$ cat config.mk
export PLATFORM = sky130hd
export DESIGN_NAME = serial_subtractor
export DESIGN_NICKNAME = d
export VERILOG_FILES = /design/src/rtl/serial_subtractor.sv
export SDC_FILE = /design/constraint.sdc
export NUM_CORES = 1
export LEC_CHECK = 0
export CAP_MARGIN = 20
export CORE_ASPECT_RATIO = 2
export CORE_MARGIN = 2
export CORE_UTILIZATION = 53
export CTS_BUF_LIST = sky130_fd_sc_hd__clkbuf_8 sky130_fd_sc_hd__clkbuf_16
export DETAILED_ROUTE_END_ITERATION = 10
export PLACE_DENSITY = 0.89
export SLEW_MARGIN = 20
export SYNTH_ARGS = -nofsm -noshare
export SYNTH_HDL_FRONTEND = slang
export SYNTH_SLANG_ARGS = --single-unit
export TNS_END_PERCENT = 20
$ cat constraint.sdc
create_clock -name clk -period 1.63 [get_ports clk]
set_input_delay 0.4075 -clock clk [delete_from_list [all_inputs] [get_ports clk]]
set_output_delay 0.4075 -clock clk [all_outputs]
set_load 0.02 [all_outputs]
$ cat src/rtl/serial_subtractor.sv
// serial_subtractor: bit-serial a - b, LSB first, one difference/borrow cell plus a borrow flop
module serial_subtractor #(
  parameter int W = 8
) (
  input  logic         clk,
  input  logic         rst,
  input  logic         start,
  input  logic [W-1:0] a,
  input  logic [W-1:0] b,
  output logic         busy,
  output logic         done,
  output logic [W-1:0] diff,
  output logic         bout
);
  localparam int CW = $clog2(W);
  typedef enum logic [1:0] {IDLE, SHIFT, DONE} state_t;
  state_t        state;
  logic [W-1:0]  ra, rb, rd;
  logic [CW-1:0] cnt;
  logic          br;
  logic          d, br_n;
  assign d    = ra[0] ^ rb[0] ^ br;
  assign br_n = (~ra[0] & rb[0]) | (~(ra[0] ^ rb[0]) & br);
  always_ff @(posedge clk or posedge rst) begin
    if (rst) begin
      state <= IDLE;
      busy  <= 1'b0;
      done  <= 1'b0;
      diff  <= '0;
      bout  <= 1'b0;
      ra    <= '0;
      rb    <= '0;
      rd    <= '0;
      cnt   <= '0;
      br    <= 1'b0;
    end else begin
      case (state)
        IDLE: if (start) begin
          ra    <= a;
          rb    <= b;
          br    <= 1'b0;
          cnt   <= '0;
          busy  <= 1'b1;
          state <= SHIFT;
        end
        SHIFT: begin
          ra  <= ra >> 1;
          rb  <= rb >> 1;
          rd  <= {d, rd[W-1:1]};
          br  <= br_n;
          cnt <= cnt + CW'(1);
          if (cnt == CW'(W - 1)) begin
            diff  <= {d, rd[W-1:1]};
            bout  <= br_n;
            done  <= 1'b1;
            state <= DONE;
          end
        end
        DONE: begin
          done  <= 1'b0;
          busy  <= 1'b0;
          state <= IDLE;
        end
        default: state <= IDLE;
      endcase
    end
  end
endmodule
# ---- Word-level counts from Yosys, hierarchy flattened
# Index checks and enable logic that the tools add are counted.
dict set report op_classes {
  add_sub_neg 1
  eq_ne 5
  muxes 15
  bitwise_logic 7
  n_reduce_logical 9
}
# operator count
set ops {}
lappend ops {{$pmux W8 S2} 2}
lappend ops {{$mux W8} 2}
lappend ops {{$reduce_and A2 Y1} 5}
lappend ops {{$pmux W1 S2} 3}
lappend ops {{$pmux W3 S2} 1}
lappend ops {{$reduce_bool A2 Y1} 3}
lappend ops {{$mux W2} 2}
lappend ops {{$ne A2 B2 Y1 const B} 2}
lappend ops {{$pmux W2 S2} 1}
lappend ops {{$add A3 B1 Y3 const B} 1}
lappend ops {{$eq A3 B3 Y1 const B} 1}
lappend ops {{$mux W1} 3}
lappend ops {{$mux W3} 1}
lappend ops {{$and A1 B1 Y1} 2}
lappend ops {{$eq A2 B1 Y1 const B} 1}
lappend ops {{$eq A2 B2 Y1 const B} 1}
lappend ops {{$logic_not A2 Y1} 1}
lappend ops {{$not A1 Y1} 2}
lappend ops {{$xor A1 B1 Y1} 2}
lappend ops {{$or A1 B1 Y1} 1}
dict set report word_totals {
  register_bits 41
}

# ---- Depth between registers and ports, before layout
# Gate-level depths: netlist (run 1).
dict set report depth {
  word_depth 5
  ltp_mapped 5
  depth_no_buf 4
}

# ---- Worst setup path before layout (run 1)
# No wires, ideal clock.
dict set report synth_path {
  path_kind {flip-flop to flip-flop}
  startpoint {register cnt[0]}
  endpoint {register diff[0]}
  setup_ns 0.125
  arrival_ns 1.309
  t_required_ns 1.505
  slack_ns 0.195
  path_stages_with_launch 6
  period_less_slack_ns 1.435
  path_cell_list {dfrtp_1 -> ha_1 -> ha_1 -> nand3b_4 -> buf_6 -> mux2_4}
}
dict set report synth_via {
  elab_chain_cells 2
}
# element line
set synth_lines {}
lappend synth_lines {{start, declared} 19} ;# logic [CW-1:0] cnt;
lappend synth_lines {{start signal, assigned} 51} ;# cnt <= cnt + CW'(1);
lappend synth_lines {{$eq A3 B3 Y1} 52} ;# if (cnt == CW'(W - 1)) begin
lappend synth_lines {{$reduce_and A2 Y1 (no line)} -}
lappend synth_lines {{end signal, assigned} 53} ;# diff <= {d, rd[W-1:1]};
lappend synth_lines {{end, declared} 12} ;# output logic [W-1:0] diff,
# No other way between the ends.
# A chain may end at the register's enable or synchronous reset.

# ---- Worst setup path in the final report (run 1)
dict set report layout_path {
  startpoint {register cnt[0]}
  endpoint {register diff[2]}
}
# Same word-level chain as after synthesis.

==> impl_metrics.toml, run 1 <==
[die]
num_rows = 31
die-area_sq_um = 4380
die_h_microns = 91.6
core_sq_um = 3650
die_w_microns = 47.8
ios = 30
start_util = 0.558

[sta]
max-slew-margin-rel = 0.567
worst_slew_pin_slew_ns = 0.648
hold_viol_final = 0
whs_ns = 0.478
skew_ns = 0.00870
fin_crit_ns = 1.51
fin_crit_sh = 0.926
worst_slack_ns = 0.121
slew_viol_final = 0
fmax_ghz = 0.662
setup_viol = 0
rsz0062_at_grt = "false"

[global_routing]
grt_usage = 0.200
grt-ovfl-total = 0
grt_pass1_vias = 1392
grt_pass1_wl_mm = 6.27
grt_max_degree = 41
antenna_found_initial = 0

[place]
place_area_sq_um = 2360
placedCellCount = 222
gp_congestion = 0.757
port_buffers = 29
preCtsSetupSlack_ns = -0.166
hpwlAfterDp_mm = 2.86

[cts]
cts-hold-fix-buffers = 0
cts_tree = "yes"
cts_made_buffers = 5
htreeDepth = 2
cts_resized = 11
clk_path_buf_depth = 2
cts-root-buf = "clkbuf_8"
clkLatencyLatePin_ns = 0.30
clock-sinks = 40
cts.clk_slew.worst_paths_ns = 0.08
cts_setup_buffers = 0

[yosys]
synthDistinctLibCells = 29
yosys-top-cells-area = "dfrtp_1, mux2_4, a221oi_2"
synth_edf_count = 0
synth_most_common_cell = "dfrtp_1"
synth-async-reset-ratio = 1.00
seq_area_frac_synth = 0.492
synth_nets = 171
avgSynthCellArea_sq_um = 13.7
yosys-top-cells-count = "dfrtp_1, inv_1, mux2_4"
synth_top_area_share = 0.492
synth-warning-count = 0
syn_inst = 149
ys_ff_latch = 40
synth_top_cell_by_area = "dfrtp_1"
ys.flop_type = "dfrtp_1"
syn_area_sq_um = 2040

[cells_and_area]
final_cells = 230
nets = 202
drive_above_1_share = 0.315
n_fill_cell = 294
seqCellArea_sq_um = 1000
num_antenna_cells = 0
synthToLayoutAreaGrowth_pct = 20.7
final_area_sq_um = 2460
multiInputGateArea_sq_um = 862

[critical_path]
r2r_end = "diff[2]$_DFFE_PP0P_"
start_kind = "register"
rrSetupSlack_ns = 0.12
critPathMaxFanout = 10
reg2reg_depth = 4
worstReg2RegStart = "cnt[0]$_DFFE_PP0P_"
critPathRequiredTime_ns = 1.81
crit_path_end_kind = "register"
cp.arrival_ns = 1.69
critPathKind = "register to register"

[power]
power_density_nw_per_um2 = 1890
leakage_nw = 1.11
peakVddDrop_v = 0.00116

[run_status]
status = "finished, final reports clean"

[detailed_routing]
ant_nets = 0
vias = 1271
drt-initial-drc-count = 11
drc_errors = 0
totalWireLength_mm = 3.82
firstDrtPassIters = 4
wl_per_cell_microns = 16.6
via_per_inst = 5.53

[worst_hold_path]
worst_hold_path_type = "input pin to async pin"

[job]
drv_cap = 0
[sequential cells by signal, summed over array words and instances, names as in the netlist]
register,flops
busy,1
ra,8
bout,1
diff,8
cnt,3
br,1
rd,7
rb,8
done,1
state,2
[stage by stage]
step	utilization	power [W]	setup TNS (ns)
2_1_floorplan	-	0.00336	0
3_3_place_gp	0.647	0.00377	-0.973
3_5_place_dp	0.647	0.00396	-2.35
4_1_cts	0.674	0.00469	0
5_1_grt	0.674	0.00491	0
6_report	0.674	0.00463	0
[worst max path at each step]
stage / cells past startpoint / start / slack (ns) / endpoint
after floorplan: 5 / cnt[0]$_DFFE_PP0P_ / 0.20 / diff[0]$_DFFE_PP0P_
after global placement: 3 / start / -0.09 / rb[3]$_DFFE_PP0P_
after detailed placement: 3 / start / -0.17 / cnt[0]$_DFFE_PP0P_
after CTS: 4 / cnt[0]$_DFFE_PP0P_ / 0.11 / diff[2]$_DFFE_PP0P_
after global routing: 2 / state[0]$_DFFE_PP0P_ / 0.03 / rb[3]$_DFFE_PP0P_
final: 4 / cnt[0]$_DFFE_PP0P_ / 0.12 / diff[2]$_DFFE_PP0P_
[placed cells by master (no fill, tap or decap), drive strengths merged]
cell type,instances
dfrtp,40
inv,19
clkdlybuf4s50,18
mux2,16
nor4b,14
a221oi,12
nor2,11
dlygate4sd2,11
buf,8
clkbuf,5
a22o,4
nor3b,3
nor2b,2
a21oi,2
a211oi,2
ha,2
o21bai,1
nand2b,1
o2bb2ai,1
nand3b,1
mux2i,1
nand2,1
o21ai,1
a2bb2oi,1
fa,1
clkinv,1
bufinv,1
clkinvlp,1
[layout make-up]
cell class	count	area share
Clock inverter	3	0.0173
Timing Repair Buffer	37	0.142
Tap cell	49	0.0250
Clock buffer	5	0.0280
Sequential cell	40	0.408
Inverter	19	0.0290
Multi-Input combinational cell	77	0.351
[where the power goes]
part           internal [W]  switching, W  total, W
Clock              0.000453      0.000353  0.000806
Combinational       0.00107      0.000969   0.00204
Sequential          0.00146      0.000323   0.00178
Total               0.00299       0.00165   0.00463
[per-layer routing]
metal | part of all wire | track usage | vias up
met5 | 0 | 0 | -
met4 | 0.023 | 0.0811 | 0
met3 | 0.031 | 0.0433 | 10
met2 | 0.59 | 0.344 | 31
met1 | 0.36 | 0.221 | 639
li1 | - | - | 591
[cells by family (layout without fill, tap and decap cells)]
group,after synthesis,after routing,synth area share
DFF,40,40,0.492
and+or+nand+nor,33,33,0.149
adders and majority gates,3,3,0.0221
AOI/OAI and AO/OA,24,24,0.135
muxes,17,17,0.117
buffers and inverters,32,64,0.0848
[worst max-delay path: stages, from the launching register on]
cell	delay [ns]
dfrtp_1	0.40
ha_1	0.21
ha_1	0.25
nand3b_4	0.21
mux2_4	0.32
Note: power is estimated with default switching activity, not from simulation.
==> run 2: changes to the inputs <==
Settings changed: CORE_ASPECT_RATIO 2 to default.
==> impl_metrics.toml, run 2 (synthesis results as in run 1) <==
[run_status]
status = "finished, final reports clean"

[global_routing]
grt-ovfl-total = 0
grt_max_degree = 41
antenna_found_initial = 0
grt_pass1_wl_mm = 6.46
grt_pass1_vias = 1377
grt_usage = 0.201

[detailed_routing]
wl_per_cell_microns = 16.1
ant_nets = 0
vias = 1259
firstDrtPassIters = 6
drt-initial-drc-count = 48
drc_errors = 0
totalWireLength_mm = 3.68
via_per_inst = 5.50

[place]
port_buffers = 29
gp_congestion = 0.820
hpwlAfterDp_mm = 2.54
place_area_sq_um = 2360

[cells_and_area]
layout_common_cells = "dfrtp_1, inv_1, clkdlybuf4s50_1"
synthToLayoutAreaGrowth_pct = 21.2
nets = 202
reg_top3 = "diff: 8 flops, ra: 8 flops, rb: 8 flops"
final_common_cell = "dfrtp_1"
num_antenna_cells = 0
final_area_sq_um = 2470
drive_above_1_share = 0.309

[sta]
fin_crit_ns = 1.48
whs_ns = 0.476
slew_viol_final = 0
max-slew-margin-rel = 0.580
setup-tns-final_ns = 0
setup_viol = 0
rsz0062_at_grt = "false"
fmax_ghz = 0.675
fin_crit_sh = 0.909
worst_slew_pin_slew_ns = 0.629
skew_ns = 0.00711
hold_viol_final = 0

[cts]
clock-sinks = 40
htreeDepth = 2
cts-hold-fix-buffers = 0
cts.clk_slew.worst_paths_ns = 0.08
cts_made_buffers = 5
cts_setup_buffers = 0
cts_tree = "yes"
clk_path_buf_depth = 2
clkLatencyLatePin_ns = 0.30
cts-root-buf = "clkbuf_8"

[power]
leakage_nw = 1.12
p_total_w = 0.00458
power_density_nw_per_um2 = 1860
peakVddDrop_v = 0.000836

[critical_path]
crit_buf_inv = 1
slowest_stage = "o21bai_2"
slowest_delay_ns = 0.57
critPathKind = "input pin to register"
start_kind = "input pin"
critPathMaxFanout = 10
cp_top_family = "compound AO/OA/AOI/OAI gates"
critPathRequiredTime_ns = 1.78
crit_path_end_kind = "register"
cp.arrival_ns = 1.63
crit_chain = "clkdlybuf4s50_1, o21bai_2, a221oi_2"

[job]
drv_cap = 0

[die]
die_h_microns = 66.0
ios = 30
die_w_microns = 66.0
die-area_sq_um = 4350
core_sq_um = 3690
num_rows = 22
start_util = 0.552

[worst_hold_path]
worst_hold_path_type = "input pin to async pin"
run 2: final timing paths:
kind | startpoint | end | slack, ns | cells after the start
max in group asynchronous | rst | rb[0]$_DFFE_PP0P_ | 0.94 | 3
setup / recovery | start | ra[4]$_DFFE_PP0P_ | 0.15 | 3
hold reg to reg | br$_DFFE_PP0P_ | br$_DFFE_PP0P_ | 0.50 | 1
setup reg to reg | cnt[0]$_DFFE_PP0P_ | diff[2]$_DFFE_PP0P_ | 0.15 | 4
hold / removal | rst | diff[5]$_DFFE_PP0P_ | 0.48 | 3
min in group clk | br$_DFFE_PP0P_ | br$_DFFE_PP0P_ | 0.50 | 1
run 2: metrics by stage:
stage / util / std cells / worst slack (ns)
floorplan: - / 149 / 0.195
global placement: 0.640 / 220 / -0.115
detailed placement: 0.640 / 220 / -0.172
CTS: 0.666 / 228 / 0.131
global route: 0.669 / 229 / 0.0782
finish: 0.669 / 229 / 0.149
run 2: report_power, final:
group | switching [W] | leakage (nW) | internal [W]
combinational | 0.000945 | 0.589 | 0.00108
sequential | 0.000300 | 0.475 | 0.00146
clock | 0.000340 | 0.0593 | 0.000448
total | 0.00159 | 1.12 | 0.00299
run 2: repair_timing:
item,4_1_cts,5_1_grt
pin swaps,0,1
endpoints found under the setup margin,11,1
gates cloned,0,1
hold endpoints to repair,0,0
resized for setup,11,0
run 2: worst register-to-register path, cell delays in order (launching register included):
cell and delay, ns:
dfrtp_1 0.39, ha_1 0.20, ha_1 0.24, nand3b_4 0.20
mux2_4 0.33
run 2: layout make-up:
type / count / area (sq um)
flip-flops and latches: 40 / 1000
multi-input cells: 78 / 873
fillers: 278 / 1220
repair buffers: 36 / 354
well taps: 48 / 60.1
clock inverters: 3 / 38.8
clock buffers: 5 / 68.8
inverters: 19 / 71.3
run 2: layer usage:
metal  wire length (microns)  vias up  share of wire  global-route usage
li1                        -      596              -                   -
met2                    1890       31           0.51               0.333
met1                    1570      627           0.43               0.248
met5                       0        -              0                   0
met3                     157        5          0.043              0.0613
met4                      55        0          0.015              0.0689
==> run 3: changes to the inputs <==
Settings changed: ABC_AREA from default to 1, CORE_UTILIZATION 53 to 52.
Clock period 1.63 ns to 1.69 ns, I/O delays scaled along.
==> impl_metrics.toml, run 3 <==
[run_status]
status = "finished, final reports clean"

[global_routing]
grt_usage = 0.195
grt_pass1_vias = 1382
grt_max_degree = 41
antenna_found_initial = 0
grt_pass1_wl_mm = 5.98
grt-ovfl-total = 0

[die]
die_h_microns = 63.2
start_util = 0.546
core_sq_um = 3340
ios = 30
die_w_microns = 63.2
die-area_sq_um = 3990
num_rows = 21

[detailed_routing]
totalWireLength_mm = 3.37
via_per_inst = 4.90
vias = 1411
drt-initial-drc-count = 88
wl_per_cell_microns = 11.7
firstDrtPassIters = 4
ant_nets = 0
drc_errors = 0

[cts]
clk_path_buf_depth = 2
clock-sinks = 40
cts_made_buffers = 5
htreeDepth = 2
cts-root-buf = "clkbuf_8"
cts_tree = "yes"
clkLatencyLatePin_ns = 0.30
cts.clk_slew.worst_paths_ns = 0.08

[yosys]
syn_inst = 211
ys_ff_latch = 40
synth-async-reset-ratio = 1.00
synth_top_cell_by_area = "dfrtp_1"
synth_nets = 233
synthDistinctLibCells = 18
synth_most_common_cell = "nand2_1"
seq_area_frac_synth = 0.550
avgSynthCellArea_sq_um = 8.63
synth-warning-count = 0
synth_edf_count = 0
syn_area_sq_um = 1820
ys.flop_type = "dfrtp_1"
synth_top_area_share = 0.550
yosys-top-cells-count = "nand2_1, dfrtp_1, nand3_1"
yosys-top-cells-area = "dfrtp_1, nand2_1, nand3_1"

[sta]
fin_crit_ns = 1.43
rsz0062_at_grt = "false"
fmax_ghz = 0.698
skew_ns = 0.00779
max-slew-margin-rel = 0.774
worst_slew_pin_slew_ns = 0.339
setup-tns-final_ns = 0
slew_viol_final = 0
hold_viol_final = 0
setup_viol = 0
fin_crit_sh = 0.848

[place]
hpwlAfterDp_mm = 2.33
place_area_sq_um = 2140
port_buffers = 29
gp_congestion = 0.813

[critical_path]
cp_top_family = "flip-flops"
slowest_delay_ns = 0.39
critPathRequiredTime_ns = 1.27
start_kind = "register"
slowest_stage = "dfrtp_1"
crit_chain = "dlygate4sd2_1"
rrSetupSlack_ns = 0.28
critPathMaxFanout = 2
cp.arrival_ns = 1.01
crit_buf_inv = 1
crit_path_end_kind = "output port"
critPathKind = "register to output port"

[cells_and_area]
utilization = 0.674
final_common_cell = "nand2_1"
reg_top3 = "diff: 8 flops, ra: 8 flops, rb: 8 flops"
synthToLayoutAreaGrowth_pct = 23.5
num_antenna_cells = 0
drive_above_1_share = 0.112
final_area_sq_um = 2250
nets = 264
layout_common_cells = "nand2_1, dfrtp_1, clkdlybuf4s50_1"

[power]
power_density_nw_per_um2 = 1780
switchingPower_w = 0.00158
pwr-share-comb = 0.422
p_int_w = 0.00242
leakage_nw = 1.25
p_total_w = 0.00400
peakVddDrop_v = 0.000876
p_seq_frac = 0.410
pwr-share-clk = 0.169
p_sw_frac = 0.395

[worst_hold_path]
worst_hold_path_type = "input pin to async pin"

[job]
drv_cap = 0
run 3: changes by cell type after synthesis, moves of 9 or more:
cell,change
mux2_4,-13
o21ai_2,+9
nand2_1,+101
nand3_1,+16
nor4b_2,-11
a221oi_2,-11
nor2_1,-10
run 3: cells by family after synthesis:
| logic type | count (synthesis) | synth area share |
|---|---|---|
| flip-flops | 40 | 0.550 |
| buffers and inverters | 24 | 0.0742 |
| AND/OR/NAND/NOR | 122 | 0.272 |
| AO/OA/AOI/OAI | 22 | 0.0790 |
| adder cells (fa/ha/maj) | 3 | 0.0247 |
run 3: path summary, 6_finish.rpt:
| kind | cells past startpoint | start | to |
|---|---|---|---|
| worst min register to register | 2 | diff[1]$_DFFE_PP0P_ | diff[1]$_DFFE_PP0P_ |
| max in group asynchronous | 3 | rst | rb[5]$_DFFE_PP0P_ |
| min in group clk | 2 | diff[1]$_DFFE_PP0P_ | diff[1]$_DFFE_PP0P_ |
| worst max-delay path | 1 | diff[7]$_DFFE_PP0P_ | diff[7] |
| worst max register to register | 6 | cnt[0]$_DFFE_PP0P_ | diff[0]$_DFFE_PP0P_ |
| worst min-delay path | 3 | rst | ra[0]$_DFFE_PP0P_ |
run 3: final cells by class:
cell class | count | area, sq um
tap | 46 | 57.6
inverter | 14 | 52.6
timing repair buffer | 34 | 357
fill | 285 | 1090
clock buffer | 7 | 96.3
sequential | 40 | 1000
multi-input combinational | 147 | 684
run 3: power by group through the flow:
stage | clock, W | combinational (W) | sequential (W)
finish | 0.000674 | 0.00169 | 0.00164
global route | 0.000734 | 0.00193 | 0.00169
CTS | 0.000686 | 0.00174 | 0.00164
detailed placement | 0 | 0.00175 | 0.00165
global placement | 0 | 0.00169 | 0.00163
floorplan | 0 | 0.00117 | 0.00172
run 3: metrics by stage:
stage	hold WS, ns	std cells	setup slack, ns
2_1_floorplan	0.442	211	0.350
3_3_place_gp	0.459	281	0.158
3_5_place_dp	0.466	281	0.106
4_1_cts	0.485	288	0.0100
5_1_grt	0.511	288	0.198
6_report	0.475	288	0.257
run 3: routing by layer:
layer  global-route usage  up-vias  routed length (microns)
li1                     -      714                        -
met1                0.227      653                     1440
met2                0.326       37                     1670
met3               0.0732        7                      199
met4               0.0815        0                       69
met5                    0        -                        0
run 3: timing repair:
action / 4_1_cts / 5_1_grt
buffers inserted: 0 / 0
hold buffers: 0 / 0
endpoints found under the hold margin: 0 / 0
gates resized for setup: 3 / 8
pin swaps: 0 / 0
endpoints found under the setup margin: 3 / 8
